==> config.mk <==
export PLATFORM = sky130hd
export DESIGN_NAME = gcd_rr_scheduler_flat
export DESIGN_NICKNAME = d
export VERILOG_FILES = /design/src/rtl/gcd_rr_scheduler_if.sv /design/src/rtl/gcd_rr_scheduler.sv /design/src/flat_wrapper.sv
export SDC_FILE = /design/constraint.sdc
export NUM_CORES = 1
export LEC_CHECK = 0
export BUFFER_PORTS_ARGS = -buffer_cell sky130_fd_sc_hd__buf_2
export CAP_MARGIN = 20
export CORE_ASPECT_RATIO = 1.4
export CORE_UTILIZATION = 40
export CTS_CLUSTER_SIZE = 30
export DETAILED_ROUTE_END_ITERATION = 10
export MAX_ROUTING_LAYER = met4
export PLACE_DENSITY = 0.79
export SYNTH_ARGS = -nofsm -noshare
export SYNTH_HDL_FRONTEND = slang
export SYNTH_SLANG_ARGS = --single-unit
==> constraint.sdc <==
create_clock -name clk_i -period 2.75 [get_ports clk_i]
set_input_delay 0.275 -clock clk_i [delete_from_list [all_inputs] [get_ports clk_i]]
set_output_delay 0.275 -clock clk_i [all_outputs]
set_load 0.01 [all_outputs]
==> src/rtl/gcd_rr_scheduler_if.sv <==
// Purpose : bundles the requester-side and core-side signals of the shared GCD scheduler.
// Latency : none (wiring only).
// Backpressure: carries valid/ready on both requester channels; the core side is start/result pulses.
// Ports (members):
//   req_valid_i/req_ready_o/req_a_i/req_b_i      request channel, one lane per requester
//   rsp_valid_o/rsp_ready_i/rsp_data_o/rsp_err_o response channel, shared data/err
//   grant_id_o                                   current/last granted requester
//   core_req_o/core_a_o/core_b_o                 start pulse and operands to the core
//   core_busy_i/core_valid_i/core_result_i       core status and result
// Modports: slave = scheduler view, master = requesters + core view.
interface gcd_rr_scheduler_if #(
  parameter int N_REQ  = 4,
  parameter int DATA_W = 4
);
  localparam int ID_W = $clog2(N_REQ);

  logic [N_REQ-1:0]        req_valid_i;
  logic [N_REQ-1:0]        req_ready_o;
  logic [N_REQ*DATA_W-1:0] req_a_i;
  logic [N_REQ*DATA_W-1:0] req_b_i;
  logic [N_REQ-1:0]        rsp_valid_o;
  logic [N_REQ-1:0]        rsp_ready_i;
  logic [DATA_W-1:0]       rsp_data_o;
  logic                    rsp_err_o;
  logic [ID_W-1:0]         grant_id_o;
  logic                    core_req_o;
  logic [DATA_W-1:0]       core_a_o;
  logic [DATA_W-1:0]       core_b_o;
  logic                    core_busy_i;
  logic                    core_valid_i;
  logic [DATA_W-1:0]       core_result_i;

  modport slave (
    input  req_valid_i, req_a_i, req_b_i, rsp_ready_i,
           core_busy_i, core_valid_i, core_result_i,
    output req_ready_o, rsp_valid_o, rsp_data_o, rsp_err_o, grant_id_o,
           core_req_o, core_a_o, core_b_o
  );

  modport master (
    output req_valid_i, req_a_i, req_b_i, rsp_ready_i,
           core_busy_i, core_valid_i, core_result_i,
    input  req_ready_o, rsp_valid_o, rsp_data_o, rsp_err_o, grant_id_o,
           core_req_o, core_a_o, core_b_o
  );
endinterface

==> src/rtl/gcd_rr_scheduler.sv <==
// Purpose : round-robin sharing of one GCD core among N_REQ requesters, one job in flight.
// Latency : core_req_o one cycle after accept; response one cycle after core result; zero operands answer next cycle.
// Backpressure: no request accepted until the response handshake completes; response held until rsp_ready_i.
// Ports:
//   clk_i  clock, rising edge
//   rst_i  synchronous active-high reset
//   bus    gcd_rr_scheduler_if.slave (request/response channels, core start/result)
module gcd_rr_scheduler #(
  parameter int N_REQ   = 4,
  parameter int DATA_W  = 4,
  parameter int TIMEOUT = 64
) (
  input  logic                 clk_i,
  input  logic                 rst_i,
  gcd_rr_scheduler_if.slave    bus
);

  localparam int ID_W = $clog2(N_REQ);
  localparam int TM_W = $clog2(TIMEOUT);
  localparam logic [N_REQ-1:0] ONE_HOT0 = {{(N_REQ-1){1'b0}}, 1'b1};

  typedef enum logic [1:0] {
    S_IDLE  = 2'd0,
    S_ISSUE = 2'd1,
    S_WAIT  = 2'd2,
    S_RESP  = 2'd3
  } state_t;

  state_t              r_state;
  state_t              w_next;
  logic [ID_W-1:0]     r_rr_ptr;
  logic [ID_W-1:0]     r_grant_id;
  logic [DATA_W-1:0]   r_a;
  logic [DATA_W-1:0]   r_b;
  logic [DATA_W-1:0]   r_rsp_data;
  logic                r_rsp_err;
  logic [TM_W-1:0]     r_timer;

  logic                w_any;
  logic [ID_W-1:0]     w_pick;
  logic [DATA_W-1:0]   w_a_sel;
  logic [DATA_W-1:0]   w_b_sel;
  logic                w_accept;
  logic                w_zero_op;
  logic                w_timeout;
  logic                w_rsp_hs;

  // Rotating priority: scan offsets from the highest down so the lowest
  // offset from r_rr_ptr with a pending request is the one left in w_pick.
  always_comb begin : arb
    int v_idx;
    w_any  = 1'b0;
    w_pick = r_rr_ptr;
    v_idx  = 0;
    for (int k = N_REQ - 1; k >= 0; k--) begin
      v_idx = int'(r_rr_ptr) + k;
      if (v_idx >= N_REQ) begin
        v_idx = v_idx - N_REQ;
      end
      if (bus.req_valid_i[ID_W'(v_idx)]) begin
        w_any  = 1'b1;
        w_pick = ID_W'(v_idx);
      end
    end
  end

  assign w_a_sel   = bus.req_a_i[w_pick*DATA_W +: DATA_W];
  assign w_b_sel   = bus.req_b_i[w_pick*DATA_W +: DATA_W];
  // The core status is only looked at here; a busy core blocks new grants.
  assign w_accept  = (r_state == S_IDLE) && !bus.core_busy_i && w_any && !rst_i;
  assign w_zero_op = (w_a_sel == '0) || (w_b_sel == '0);
  assign w_timeout = (r_timer == TM_W'(TIMEOUT - 1));
  assign w_rsp_hs  = (r_state == S_RESP) && bus.rsp_ready_i[r_grant_id];

  // State register
  always_ff @(posedge clk_i) begin
    if (rst_i) begin
      r_state <= S_IDLE;
    end else begin
      r_state <= w_next;
    end
  end

  // Next-state logic
  always_comb begin
    w_next = r_state;
    case (r_state)
      S_IDLE: begin
        if (w_accept) begin
          w_next = w_zero_op ? S_RESP : S_ISSUE;
        end
      end
      S_ISSUE: w_next = S_WAIT;
      S_WAIT: begin
        if (bus.core_valid_i || w_timeout) begin
          w_next = S_RESP;
        end
      end
      S_RESP: begin
        if (w_rsp_hs) begin
          w_next = S_IDLE;
        end
      end
      default: w_next = S_IDLE;
    endcase
  end

  // Job datapath: operands, grant, timer, response and round-robin pointer.
  always_ff @(posedge clk_i) begin
    if (rst_i) begin
      r_rr_ptr   <= '0;
      r_grant_id <= '0;
      r_a        <= '0;
      r_b        <= '0;
      r_rsp_data <= '0;
      r_rsp_err  <= 1'b0;
      r_timer    <= '0;
    end else begin
      case (r_state)
        S_IDLE: begin
          if (w_accept) begin
            r_a        <= w_a_sel;
            r_b        <= w_b_sel;
            r_grant_id <= w_pick;
            if (w_zero_op) begin
              // gcd(0,x) = x and gcd(0,0) = 0, so OR gives the answer directly.
              r_rsp_data <= w_a_sel | w_b_sel;
              r_rsp_err  <= 1'b0;
            end
          end
        end
        S_ISSUE: begin
          r_timer <= '0;
        end
        S_WAIT: begin
          // A result arriving on the last allowed cycle beats the timeout.
          if (bus.core_valid_i) begin
            r_rsp_data <= bus.core_result_i;
            r_rsp_err  <= 1'b0;
          end else if (w_timeout) begin
            r_rsp_data <= '0;
            r_rsp_err  <= 1'b1;
          end else begin
            r_timer <= r_timer + 1'b1;
          end
        end
        S_RESP: begin
          if (w_rsp_hs) begin
            r_rr_ptr <= (r_grant_id == ID_W'(N_REQ - 1)) ? '0 : r_grant_id + 1'b1;
          end
        end
        default: ;
      endcase
    end
  end

  // Output logic
  always_comb begin
    bus.req_ready_o = w_accept ? (ONE_HOT0 << w_pick) : '0;
    bus.rsp_valid_o = (r_state == S_RESP) ? (ONE_HOT0 << r_grant_id) : '0;
    bus.rsp_data_o  = r_rsp_data;
    bus.rsp_err_o   = r_rsp_err;
    bus.grant_id_o  = r_grant_id;
    bus.core_req_o  = (r_state == S_ISSUE);
    bus.core_a_o    = '0;
    bus.core_b_o    = '0;
    // Operands are presented only while the core owns the job.
    if ((r_state == S_ISSUE) || (r_state == S_WAIT)) begin
      bus.core_a_o = r_a;
      bus.core_b_o = r_b;
    end
  end

endmodule

==> src/flat_wrapper.sv <==
// flat-port wrapper written by rule: the top's interface ports become plain ports
module gcd_rr_scheduler_flat 
#(
  parameter int N_REQ   = 4,
  parameter int DATA_W  = 4,
  parameter int TIMEOUT = 64
)
  (clk_i, rst_i, bus_req_valid_i, bus_req_a_i, bus_req_b_i, bus_rsp_ready_i, bus_core_busy_i, bus_core_valid_i, bus_core_result_i, bus_req_ready_o, bus_rsp_valid_o, bus_rsp_data_o, bus_rsp_err_o, bus_grant_id_o, bus_core_req_o, bus_core_a_o, bus_core_b_o);
  gcd_rr_scheduler_if #(.N_REQ(N_REQ), .DATA_W(DATA_W)) bus_i ();
  input  logic clk_i;
  input  logic rst_i;
  input wire logic [$bits(bus_i.req_valid_i)-1:0] bus_req_valid_i;
  input wire logic [$bits(bus_i.req_a_i)-1:0] bus_req_a_i;
  input wire logic [$bits(bus_i.req_b_i)-1:0] bus_req_b_i;
  input wire logic [$bits(bus_i.rsp_ready_i)-1:0] bus_rsp_ready_i;
  input wire logic [$bits(bus_i.core_busy_i)-1:0] bus_core_busy_i;
  input wire logic [$bits(bus_i.core_valid_i)-1:0] bus_core_valid_i;
  input wire logic [$bits(bus_i.core_result_i)-1:0] bus_core_result_i;
  output wire logic [$bits(bus_i.req_ready_o)-1:0] bus_req_ready_o;
  output wire logic [$bits(bus_i.rsp_valid_o)-1:0] bus_rsp_valid_o;
  output wire logic [$bits(bus_i.rsp_data_o)-1:0] bus_rsp_data_o;
  output wire logic [$bits(bus_i.rsp_err_o)-1:0] bus_rsp_err_o;
  output wire logic [$bits(bus_i.grant_id_o)-1:0] bus_grant_id_o;
  output wire logic [$bits(bus_i.core_req_o)-1:0] bus_core_req_o;
  output wire logic [$bits(bus_i.core_a_o)-1:0] bus_core_a_o;
  output wire logic [$bits(bus_i.core_b_o)-1:0] bus_core_b_o;
  assign bus_i.req_valid_i = bus_req_valid_i;
  assign bus_i.req_a_i = bus_req_a_i;
  assign bus_i.req_b_i = bus_req_b_i;
  assign bus_i.rsp_ready_i = bus_rsp_ready_i;
  assign bus_i.core_busy_i = bus_core_busy_i;
  assign bus_i.core_valid_i = bus_core_valid_i;
  assign bus_i.core_result_i = bus_core_result_i;
  assign bus_req_ready_o = bus_i.req_ready_o;
  assign bus_rsp_valid_o = bus_i.rsp_valid_o;
  assign bus_rsp_data_o = bus_i.rsp_data_o;
  assign bus_rsp_err_o = bus_i.rsp_err_o;
  assign bus_grant_id_o = bus_i.grant_id_o;
  assign bus_core_req_o = bus_i.core_req_o;
  assign bus_core_a_o = bus_i.core_a_o;
  assign bus_core_b_o = bus_i.core_b_o;
  gcd_rr_scheduler #(.N_REQ(N_REQ), .DATA_W(DATA_W), .TIMEOUT(TIMEOUT)) u_core (.clk_i(clk_i), .rst_i(rst_i), .bus(bus_i));
endmodule
# After elaboration in Yosys (flattened, before gate mapping)
# Index checks and enable logic that the tools add are counted.
[classes] n_addsub=9 n_lt_le_gt_ge=9 eq_ne=12 shift=4 mux=49 bitwise_logic=1 n_reduce_logical=19
[op_table] op="$mux W4" count=8
[op_table] op="$shiftx A16 B5 Y4" count=2
[op_table] op="$mux W2" count=13
[op_table] op="$mux W1" count=17
[op_table] op="$lt A2 B4 Y1 const B" count=4
[op_table] op="$mux W6" count=2
[op_table] op="$pmux W6 S2" count=1
[op_table] op="$bmux W1 S2" count=5
[op_table] op="$ge A3 B3 Y1 const B" count=3
[op_table] op="$logic_not A4 Y1" count=2
[op_table] op="$ne A2 B1 Y1 const B" count=4
[op_table] op="$pmux W2 S4" count=1
[op_table] op="$pmux W4 S2" count=1
[op_table] op="$shl A1 B2 Y4 const A" count=2
[op_table] op="$sub A2 B1 Y2 const B" count=4
[op_table] op="$add A2 B2 Y3 const B" count=2
[op_table] op="$add A6 B1 Y6 const B" count=1
[op_table] op="$eq A2 B2 Y1 const B" count=3
[op_table] op="$eq A6 B6 Y1 const B" count=1
[op_table] op="$reduce_and A3 Y1" count=2
[op_table] op="$logic_and A1 B1 Y1" count=4
[op_table] op="$ne A2 B2 Y1 const B" count=2
[op_table] op="$or A4 B4 Y4" count=1
[op_table] op="$reduce_and A2 Y1" count=2
[op_table] op="12 further kinds" count=16
[totals] register_bits=25 inputBits=48 out_inout_bits=24 word_cells=111

# Longest topological paths before layout
# Gate-level depths: netlist (run 1).
[logic_depth] word_depth=16 depth_mapped=10 mapped_depth_nobuf=9

# Least setup slack after synthesis (run 1)
# OpenSTA, ideal clock, no wires.
[synth_timing] path_kind="flip-flop to output port" from="register u_core.r_state[0]" to="output bus_req_ready_o[0]" arrival_ns=2.171 slack_ns=0.304 stages_incl_launch_ff=7 n_path_buf=1 cell_sequence="dfxtp_1 > inv_1 > ha_1 > inv_1 > a2111oi_1 > clkbuf_1 > and3_1"
[synth_via] elab_chain_len=5
[synth_lines] element="start, declared" line_no="gcd_rr_scheduler.sv:29" text="state_t r_state;"
[synth_lines] element="start signal, assigned" line_no="gcd_rr_scheduler.sv:80" text="r_state <= w_next;"
[synth_lines] element="$logic_not A2 Y1" line_no="gcd_rr_scheduler.sv:70" text="assign w_accept = (r_state == S_IDLE) && !bus.core_busy_i && w_any && !rst_i;"
[synth_lines] element="$logic_and A1 B1 Y1 (3 in series)" line_no="gcd_rr_scheduler.sv:70"
[synth_lines] element="$mux W4" line_no="gcd_rr_scheduler.sv:159" text="bus.req_ready_o = w_accept ? (ONE_HOT0 << w_pick) : '0;"
[synth_lines] element="end, declared" line_no="flat_wrapper.sv:19" text="output wire logic [$bits(bus_i.req_ready_o)-1:0] bus_req_ready_o;"
# No other way between the ends.

# Worst setup path in the final report (run 1)
[layout_timing] from="register u_core.r_rr_ptr[1]" to="register u_core.r_rsp_data[0] (netlist: u_core.bus.rsp_data_o[0])"
[layout_via] elab_chain_len=15 elab_cells_between_ends=49
[layout_lines] element="start, declared" line_no="gcd_rr_scheduler.sv:31" text="logic [ID_W-1:0] r_rr_ptr;"
[layout_lines] element="start signal, assigned" line_no="gcd_rr_scheduler.sv:149" text="r_rr_ptr <= (r_grant_id == ID_W'(N_REQ - 1)) ? '0 : r_grant_id + 1'b1;"
[layout_lines] element="$add A2 B2 Y3" line_no="gcd_rr_scheduler.sv:56" text="v_idx = int'(r_rr_ptr) + k;"
[layout_lines] element="$ge A3 B3 Y1 or $sub A2 B1 Y2 (tied branches)" line_no="gcd_rr_scheduler.sv:57, gcd_rr_scheduler.sv:58"
[layout_lines] element="$mux W2" line_no="gcd_rr_scheduler.sv:57" text="if (v_idx >= N_REQ) begin"
[layout_lines] element="$bmux W1 S2" line_no="gcd_rr_scheduler.sv:60" text="if (bus.req_valid_i[ID_W'(v_idx)]) begin"
[layout_lines] element="$mux W1 (not written as such) (2 in series)" line_no="gcd_rr_scheduler.sv:60"
[layout_lines] element="$mux W2 (4 in series)" line_no="gcd_rr_scheduler.sv:60"
[layout_lines] element="$shiftx A16 B5 Y4, on equally long branches" line_no="gcd_rr_scheduler.sv:67, gcd_rr_scheduler.sv:68"
[layout_lines] element="$logic_not A4 Y1 or $or A4 B4 Y4 (tied branches)" line_no="gcd_rr_scheduler.sv:71, gcd_rr_scheduler.sv:127"
[layout_lines] element="$logic_or A1 B1 Y1 or $mux W4 (tied branches)" line_no="gcd_rr_scheduler.sv:71, gcd_rr_scheduler.sv:125"
[layout_lines] element="$ne A2 B1 Y1 (no line) or $mux W4 (tied branches)"
[layout_lines] element="$reduce_and A4 Y1 (no line) or $pmux W4 S2 (tied branches)"
[layout_lines] element="end signal, assigned" line_no="gcd_rr_scheduler.sv:127" text="r_rsp_data <= w_a_sel | w_b_sel;"
[layout_lines] element="end signal, assigned" line_no="gcd_rr_scheduler.sv:138" text="r_rsp_data <= bus.core_result_i;"
[layout_lines] element="end, declared" line_no="gcd_rr_scheduler.sv:35" text="logic [DATA_W-1:0] r_rsp_data;"
# Parallel ways exist; a longest one is shown, timed or not. The select of a mux whose other input is x is not followed.
# A chain may end at the register's enable or synchronous reset.

==> results of run 1 <==
==> sequential cells by signal, summed over array words and instances (netlist names) <==
name and count:
u_core.r_b 4, u_core.r_timer 6, u_core.r_state 2, u_core.r_a 4, u_core.r_rr_ptr 2, u_core.bus.grant_id_o 2
u_core.bus.rsp_data_o 4, u_core.bus.rsp_err_o 1
==> area by class of cell <==
class | instances | area share (%)
clock buffer | 3 | 1.921
clock inverter | 1 | 0.2328
inverter | 10 | 1.746
multi-input combinational | 137 | 51.80
sequential | 25 | 23.28
tap | 43 | 2.503
timing repair buffer | 75 | 18.51
==> power by group through the flow <==
stage / Combinational, W / Sequential [W] / Clock, W
2_1_floorplan: 0.000360 / 0.000440 / 0
3_3_place_gp: 0.000513 / 0.000441 / 0
3_5_place_dp: 0.000526 / 0.000442 / 0
4_1_cts: 0.000527 / 0.000433 / 0.000228
5_1_grt: 0.000593 / 0.000441 / 0.000241
6_report: 0.000535 / 0.000434 / 0.000223
==> synth_stat cells (2+ instances only) <==
library cell / number / area [um^2]
nor3_1: 2 / 10.01
xor2_1: 3 / 26.28
mux2i_1: 15 / 150.1
a21oi_1: 6 / 30.03
clkbuf_1: 5 / 18.77
o21ai_1: 3 / 15.01
inv_1: 10 / 37.54
and3_1: 2 / 12.51
or3_1: 2 / 12.51
nor2_1: 23 / 86.33
dfxtp_1: 25 / 500.5
nand3_1: 2 / 10.01
nand2_1: 22 / 82.58
mux4_2: 8 / 180.2
and2_1: 12 / 75.07
o311ai_0: 4 / 35.03
nor2b_1: 3 / 18.77
nand4_1: 2 / 12.51
ha_1: 10 / 125.1
nand2b_1: 2 / 12.51
==> metrics by stage <==
step	setup slack (ns)	total power, W	utilization, %
6_report	0.2259	0.001192	54.38
3_5_place_dp	0.1079	0.0009672	52.77
5_1_grt	0.01205	0.001275	54.38
3_3_place_gp	0.1614	0.0009543	52.77
4_1_cts	0.2218	0.001188	53.94
2_1_floorplan	0.3043	0.0008007	-
==> cell families after synthesis <==
family / count (synthesis) / share of synthesized area, %
AOI/OAI and AO/OA: 25 / 13.07
and+or+nand+nor: 75 / 21.68
DFF: 25 / 30.21
xor gates and xnor gates: 3 / 1.586
adders and majority gates: 10 / 7.553
muxes: 24 / 21.53
buffers and inverters: 17 / 4.381
==> routing by layer <==
metal | up-vias | GRT usage [%] | part of all wire, %
li1 | 779 | - | -
met3 | 10 | 3.295 | 3.6
met1 | 748 | 20.00 | 41
met4 | 0 | 6.829 | 1.8
met5 | - | - | 0
met2 | 44 | 35.83 | 54
==> cell usage in the layout (no fill, tap or decap), types with 2 or more instances in the layout <==
cell type / count
nor2_1: 22
a21oi_1: 6
and3_1: 2
ha_1: 10
mux4_2: 8
a2111oi_2: 2
and2_1: 12
mux2i_1: 15
nand3_1: 2
clkbuf_8: 3
nand4_1: 2
nor2b_1: 3
nand2b_1: 2
o311ai_0: 4
xor2_1: 3
buf_2: 71
inv_1: 9
dfxtp_1: 25
nor3_1: 2
o21ai_1: 3
or3_1: 2
nand2_1: 22
buf_4: 3
==> critical path, cell delays in order (launching register included) <==
cell,delay [ns]
dfxtp_1,0.37
inv_2,0.09
a21oi_1,0.07
o221ai_2,0.30
buf_12,0.18
mux4_2,0.55
nor4_4,0.31
nor2_2,0.09
o32ai_4,0.25
mux2i_1,0.24
==> worst min-delay path by stage <==
stage,start,to,slack (ns),depth (start not counted)
2_1_floorplan,u_core.r_a[0],u_core.r_a[0],0.45,2
3_5_place_dp,u_core.bus.rsp_data_o[3],u_core.bus.rsp_data_o[3],0.45,2
4_1_cts,bus_core_valid_i,u_core.bus.rsp_err_o,0.38,4
3_3_place_gp,u_core.bus.rsp_data_o[0],u_core.bus.rsp_data_o[0],0.44,2
5_1_grt,rst_i,u_core.r_rr_ptr[1],0.40,2
6_report,bus_core_valid_i,u_core.bus.rsp_err_o,0.39,4
==> summary.txt, run 1 <==
Top FF cell, synth: dfxtp_1
Synth unique cells: 38
DRT Wirelength: 4.170 mm
Via total after detailed routing: 1581
Crit end category: flip-flop
Die H: 78.15 um
Crit path to: u_core.bus.rsp_data_o[0]
Filler cells: 367
Number of synthesized flops with an enable pin: 0
Antenna violations before repair: 0
Count of final max-slew check failures: 0
N_diodes: 0
Worst Skew: 0.005172 ns
Flop2flop setup slack: 0.23 ns
Multi-input gate area: 1114 um^2
Psw: 0.0004590 W
Worst vdd ir: 399.5 uV
Gates resized, CTS repair: 0
CTS Hold Bufs: 0
Hold Vio Cnt, Final: 0
Internal power: 0.0007331 W
Iter 0 DRT Violations: 22
Cell Area, Synth: 1657 um^2
Die X: 56.39 um
DRC Markers: 0
Clock sinks: 25
Mapped Avg Cell Area: 9.255 um^2
Iteration count of the initial detailed-routing pass: 4
Final net count: 310
Cell count after synthesis: 179
Clk root buf: clkbuf_8
Gr usage total: 19.21%
Inst Count DP: 290
Initial core utilization: 41.91%
Clock H-tree levels: 1
Worst hold-check path type: in -> reg
CTS tree: yes
Logic pwr share: 44.9%
Num ports: 72
Max Freq: 396.2 MHz
DP Wirelength: 3.290 mm
Synth Warn #: 0
Worst setup path startpoint: u_core.r_rr_ptr[1]
Layout area overhead: 29.76%
IO Port Bufs: 71
Remaining max-slew budget at the tightest pin: 69.54%
RSZ-0062 raised after global routing: no
First-pass GRT wire length: 6.734 mm
Setup TNS: 0 ns
MaxCap Viol Count: 0
Grt total ovfl: 0
Sequential share of power: 36.4%
Routed WL per cell: 14.18 um
Clk_lat worst skew: 0.27 ns
CTS buffer count: 3
Placeable Area: 3953 um^2
Period Utilization, post-route: 91.78%
Async SR Flop Fraction: 0%
Final instance area: 2150 um^2
Setup bufs post-CTS: 0
Critical path arrival: 2.73 ns
CP Data Required Time: 2.95 ns
R2R cell count: 9
Startpoint Class: flip-flop
Post-route ant nets: 0
Cell Area, Placed: 2086 um^2
Vias in the first global route: 1618
Reg-to-Reg End: u_core.bus.rsp_data_o[0]
Post-layout minimum cycle time: 2.524 ns
Non-Filler Instances: 294
Pleak: 0.9680 nW
Measured slew at the worst slew-check pin: 0.4512 ns
WS Path Type: reg -> reg
Storage cell area: 500.5 um^2
Largest net degree at the start of global routing: 19
Fraction of layout cells with a size suffix above 1: 38.65%
Synth Register Bits: 25
GP Congestion: 0.8887
Clk network pwr share: 18.7%
Vias per cell: 5.378
Row cnt: 27
Status: completed
Mapped Nets: 237
Switch share: 38.51%
Worst-path clk slew: 0.09 ns
Sequential fraction of the synthesis area: 30.21%
RR Startpoint: u_core.r_rr_ptr[1]
PD cells: 554.6 nW/um^2
Final setup violation count: 0
Clk buf depth: 2
Hold WS: 0.3900 ns
Maximum fanout along the worst path: 8
DIE AREA: 4407 um^2
No activity file was read; power rests on OpenSTA's default activity.
==> run 2, diff against run 1 <==
- CORE_ASPECT_RATIO: 1.4 -> 0.7
==> summary.txt, run 2 (same netlist as run 1, synthesis figures left out) <==
Status: completed
Max Freq: 394.0 MHz (-0.54%)
Count of final max-slew check failures: 0 (unchanged)
Most common cell after layout, fill and taps aside: buf_2
CP top delay family: multiplexers
Worst-path clk slew: 0.09 ns (about the same)
Setup bufs post-CTS: 0 (unchanged)
Die X: 78.92 um (+40%)
N_diodes: 0 (unchanged)
Crit end category: flip-flop
Worst Skew: 0.003614 ns (-0.001558 ns)
Antenna violations before repair: 0 (unchanged)
Largest register FFs: 6 (unchanged)
Largest net degree at the start of global routing: 19 (unchanged)
R2R cell count: 9 (unchanged)
Final instance area: 2152 um^2 (+0.12%)
Initial core utilization: 41.98% (+0.066 points)
Clk root buf: clkbuf_8
Min-delay src: rst_i
Die H: 55.85 um (-29%)
CTS tree: yes
Most frequent cells in the layout: 71 x buf_2, 25 x dfxtp_1, 22 x nor2_1, 22 x nand2_1, 15 x mux2i_1
Cell Area, Placed: 2085 um^2 (about the same)
Post-layout minimum cycle time: 2.538 ns (+0.01374 ns)
Startpoint Class: flip-flop
Iter 0 DRT Violations: 102 (+360%)
DRC Markers: 0 (unchanged)
First-pass GRT wire length: 6.948 mm (+3.2%)
Hold WS: 0.3884 ns (-0.001636 ns)
Gr usage total: 20.97% (+1.8 points)
Pleak: 0.9632 nW (-0.50%)
Filler cells: 383 (+4.4%)
Critical path arrival: 2.75 ns (+0.02 ns)
Flop2flop setup slack: 0.21 ns (about the same)
Worst vdd ir: 311.3 uV (-22%)
GP Congestion: 0.8808 (-0.89%)
Grt total ovfl: 0 (unchanged)
RR Startpoint: u_core.r_rr_ptr[1]
Placeable Area: 3946 um^2 (-0.16%)
CP max stage delay: 0.57 ns (+0.02 ns)
MaxCap Viol Count: 0 (unchanged)
WS Path Type: reg -> reg
Measured slew at the worst slew-check pin: 0.4145 ns (-0.03667 ns)
CP Data Required Time: 2.96 ns (about the same)
Hold Vio Cnt, Final: 0 (unchanged)
PD cells: 551.0 nW/um^2 (-0.65%)
Layout Utilization: 54.53% (+0.15 points)
Clk_lat worst skew: 0.27 ns (about the same)
CTS buffer count: 3 (unchanged)
Clock H-tree levels: 1 (unchanged)
Final net count: 310 (unchanged)
Final setup violation count: 0 (unchanged)
Layout area overhead: 29.91%
WHS Endpoint: u_core.r_timer[1]
Worst hold path stage count: 2 (-2)
Post-route ant nets: 0 (unchanged)
Worst-path cell chain: inv_2 -> a21oi_1 -> o221ai_2 -> buf_6 -> mux4_2 -> nor4_4 -> nor2_2 -> o32ai_4 -> mux2i_1
Reg-to-Reg End: u_core.bus.rsp_err_o
Clk buf depth: 2 (unchanged)
Remaining max-slew budget at the tightest pin: 72.37% (+2.8 points)
CTS Hold Bufs: 0 (unchanged)
DP Wirelength: 3.354 mm (+2.0%)
Via total after detailed routing: 1567 (-0.89%)
Crit path max-delay cell type: mux4_2
Num ports: 72 (unchanged)
Worst hold-check path type: in -> reg
Most flop-heavy register: u_core.r_timer
Row cnt: 19 (-30%)
Overall Power: 0.001186 W (-0.54%)
DIE AREA: 4407 um^2 (about the same)
Gates resized, CTS repair: 0 (unchanged)
Clock sinks: 25 (unchanged)
Period Utilization, post-route: 92.28% (+0.50 points)
DRT Wirelength: 4.219 mm (+1.2%)
Vias in the first global route: 1479 (-8.6%)
Routed WL per cell: 13.92 um (-1.8%)
WP buf/inv: 2 (unchanged)
Iteration count of the initial detailed-routing pass: 4 (unchanged)
IO Port Bufs: 71 (unchanged)
Fraction of layout cells with a size suffix above 1: 38.65% (unchanged)
Maximum fanout along the worst path: 7 (-1)
Vias per cell: 5.172 (-3.8%)
## run 2: layout make-up
cell class / instances / area [um^2] / share of cell area [%]
Multi-Input combinational cell: 137 / 1114 / 51.74
Clock inverter: 1 / 5.005 / 0.2326
Clock buffer: 3 / 41.29 / 1.919
Tap cell: 52 / 65.06 / 3.023
Sequential cell: 25 / 500.5 / 23.26
Inverter: 10 / 37.54 / 1.744
Timing Repair Buffer: 75 / 389.1 / 18.08
## run 2: how the worst max path moves through the flow
stage	startpoint	end	slack, ns	depth (start not counted)
after floorplan	u_core.r_state[0]	bus_req_ready_o[0]	0.30	6
after global placement	bus_req_valid_i[3]	u_core.r_state[1]	0.11	10
after detailed placement	bus_req_valid_i[3]	u_core.r_state[1]	0.04	10
after CTS	u_core.r_rr_ptr[1]	u_core.r_state[1]	0.14	9
after global routing	u_core.r_rr_ptr[1]	u_core.bus.rsp_data_o[2]	-0.01	9
final	u_core.r_rr_ptr[1]	u_core.bus.rsp_err_o	0.21	9
## run 2: through the flow
| stage | std cells | setup WS (ns) | TNS [ns] |
|---|---|---|---|
| floorplan | 179 | 0.3043 | 0 |
| global placement | 299 | 0.1078 | 0 |
| detailed placement | 299 | 0.03775 | 0 |
| CTS | 303 | 0.1449 | 0 |
| global route | 303 | -0.009807 | -0.009807 |
| finish | 303 | 0.2122 | 0 |
## run 2: where the power goes
group,internal [W],switching (W)
registers,0.000403,0.0000333
clock network,0.000102,0.000120
logic,0.000223,0.000304
## run 2: worst reg2reg max path, delay by kind of cell, from the launching register on
kind	cells	cell delay, ns
AOI/OAI and AO/OA	3	0.63
buffers and inverters	2	0.30
DFF	1	0.35
muxes	2	0.80
and+or+nand+nor	2	0.39
## run 2: layer usage
metal / track usage (%) / share of wire, %
met1: 28.04 / 49
met2: 32.17 / 45
met3: 4.590 / 5.9
met4: 5.714 / 0.57
met5: - / 0
==> run 3, diff against run 2 <==
- BUFFER_PORTS_ARGS: -buffer_cell sky130_fd_sc_hd__buf_2 -> -buffer_cell sky130_fd_sc_hd__buf_4
==> summary.txt, run 3 (same netlist as run 1, synthesis figures left out) <==
IO Port Bufs: 71 (unchanged)
WS Path Type: reg -> reg
Status: completed
Layout Utilization: 58.81% (+4.3 points)
Num ports: 72 (unchanged)
Maximum fanout along the worst path: 11 (+4)
Worst setup path startpoint: u_core.r_rr_ptr[1]
Final net count: 310 (unchanged)
Period Utilization, post-route: 92.66% (+0.37 points)
Routed WL per cell: 14.40 um (+3.4%)
MaxCap Viol Count: 0 (unchanged)
DIE AREA: 4407 um^2 (unchanged)
Crit path max-delay cell type: mux4_1
Vias per cell: 5.224 (+1.0%)
Iter 0 DRT Violations: 59 (-42%)
CTS buffer count: 3 (unchanged)
Vias in the first global route: 1494 (+1.0%)
Die X: 78.92 um (unchanged)
RSZ-0062 raised after global routing: no
Hold Vio Cnt, Final: 0 (unchanged)
PD cells: 533.7 nW/um^2 (-3.1%)
Layout area overhead: 40.11%
Remaining max-slew budget at the tightest pin: 71.25% (-1.1 points)
Most common cell after layout, fill and taps aside: buf_4
CTS Hold Bufs: 0 (unchanged)
Pleak: 1.003 nW (+4.2%)
CP top delay family: compound AO/OA/AOI/OAI gates
Clk root buf: clkbuf_8
CP Data Required Time: 2.98 ns (+0.02 ns)
CTS tree: yes
Measured slew at the worst slew-check pin: 0.4312 ns (+0.01674 ns)
Grt total ovfl: 0 (unchanged)
Worst vdd ir: 232.8 uV (-25%)
Worst-path cell chain: inv_1 -> a21oi_1 -> o221ai_2 -> buf_12 -> mux4_1 -> nor4_1 -> nor2_1 -> a2111oi_2 -> a31o_1
Worst Skew: 0.003133 ns (-0.0004814 ns)
Post-layout minimum cycle time: 2.548 ns (+0.01025 ns)
Fraction of layout cells with a size suffix above 1: 37.45% (-1.2 points)
DRT Wirelength: 4.364 mm (+3.4%)
Final setup violation count: 0 (unchanged)
Most frequent cells in the layout: 74 x buf_4, 25 x dfxtp_1, 23 x nor2_1
Row cnt: 19 (unchanged)
Antenna violations before repair: 0 (unchanged)
Clock sinks: 25 (unchanged)
Count of final max-slew check failures: 0 (unchanged)
Initial core utilization: 41.98% (unchanged)
Placeable Area: 3946 um^2 (unchanged)
Largest register FFs: 6 (unchanged)
Largest net degree at the start of global routing: 19 (unchanged)
Final instance area: 2321 um^2 (+7.8%)
Iteration count of the initial detailed-routing pass: 4 (unchanged)
Cell Area, Placed: 2275 um^2 (+9.1%)
First-pass GRT wire length: 7.072 mm (+1.8%)
Gr usage total: 21.67% (+0.70 points)
CP max stage delay: 0.57 ns (about the same)
DRC Markers: 0 (unchanged)
Clk_lat worst skew: 0.28 ns (about the same)
Worst-path clk slew: 0.10 ns (about the same)
Flop2flop setup slack: 0.20 ns (about the same)
Critical path arrival: 2.78 ns (+0.03 ns)
N_diodes: 0 (unchanged)
Max Freq: 392.5 MHz (-0.40%)
Startpoint Class: flip-flop
DP Wirelength: 3.433 mm (+2.3%)
WP buf/inv: 2 (unchanged)
Gates resized, CTS repair: 0 (unchanged)
Clk buf depth: 2 (unchanged)
Setup TNS: 0 ns (unchanged)
Worst hold-check path type: in -> reg
Post-route ant nets: 0 (unchanged)
Clock H-tree levels: 1 (unchanged)
GP Congestion: 0.8276 (-6.0%)
Via total after detailed routing: 1583 (+1.0%)
Most flop-heavy register: u_core.r_timer
Setup bufs post-CTS: 0 (unchanged)
Die H: 55.85 um (unchanged)
Crit end category: flip-flop
Min-delay src: rst_i
RR Startpoint: u_core.r_rr_ptr[1]
==> run 3: worst paths after layout <==
path	endpoint	cells past startpoint
worst max-delay path	u_core.r_state[1]	9
worst min-delay path	u_core.r_timer[1]	2
worst max register to register	u_core.r_state[1]	9
worst min register to register	u_core.bus.rsp_data_o[1]	2
==> run 3: metal layers <==
metal	vias to the layer above	share of wire, %	track usage, %
li1	784	-	-
met1	732	44	27.70
met2	62	46	34.29
met3	5	8.9	5.246
met4	0	1.1	6.234
met5	-	0	-
==> run 3: metrics by stage <==
| stage | worst slack [ns] | power [W] | hold slack, ns | instances |
|---|---|---|---|---|
| 2_1_floorplan | 0.3043 | 0.0008007 | 0.4515 | 179 |
| 3_3_place_gp | 0.1699 | 0.0009971 | 0.4474 | 299 |
| 3_5_place_dp | 0.1288 | 0.001007 | 0.4542 | 299 |
| 4_1_cts | 0.1989 | 0.001243 | 0.3068 | 303 |
| 5_1_grt | 0.03035 | 0.001315 | 0.3298 | 303 |
| 6_report | 0.2020 | 0.001239 | 0.3188 | 303 |
==> run 3: final cells by class <==
cell class | instances | area [um^2]
well taps | 52 | 65.06
clock buffers | 3 | 41.29
inverters | 10 | 37.54
repair buffers | 75 | 575.6
multi-input cells | 137 | 1096
fillers | 375 | 1625
flip-flops and latches | 25 | 500.5
clock inverters | 1 | 5.005
==> run 3: worst reg2reg max path, cell delays in order, from the launching register on <==
cell,delay (ns)
dfxtp_1,0.35
inv_1,0.12
a21oi_1,0.10
o221ai_2,0.24
buf_12,0.18
mux4_1,0.57
nor4_1,0.29
nor2_1,0.14
a2111oi_2,0.38
a31o_1,0.13
==> run 3: power by group <==
group	internal [W]	switching, W	leakage, nW
Sequential	0.000403	0.0000329	0.203
Combinational	0.000261	0.000307	0.775
Clock	0.000102	0.000132	0.0255
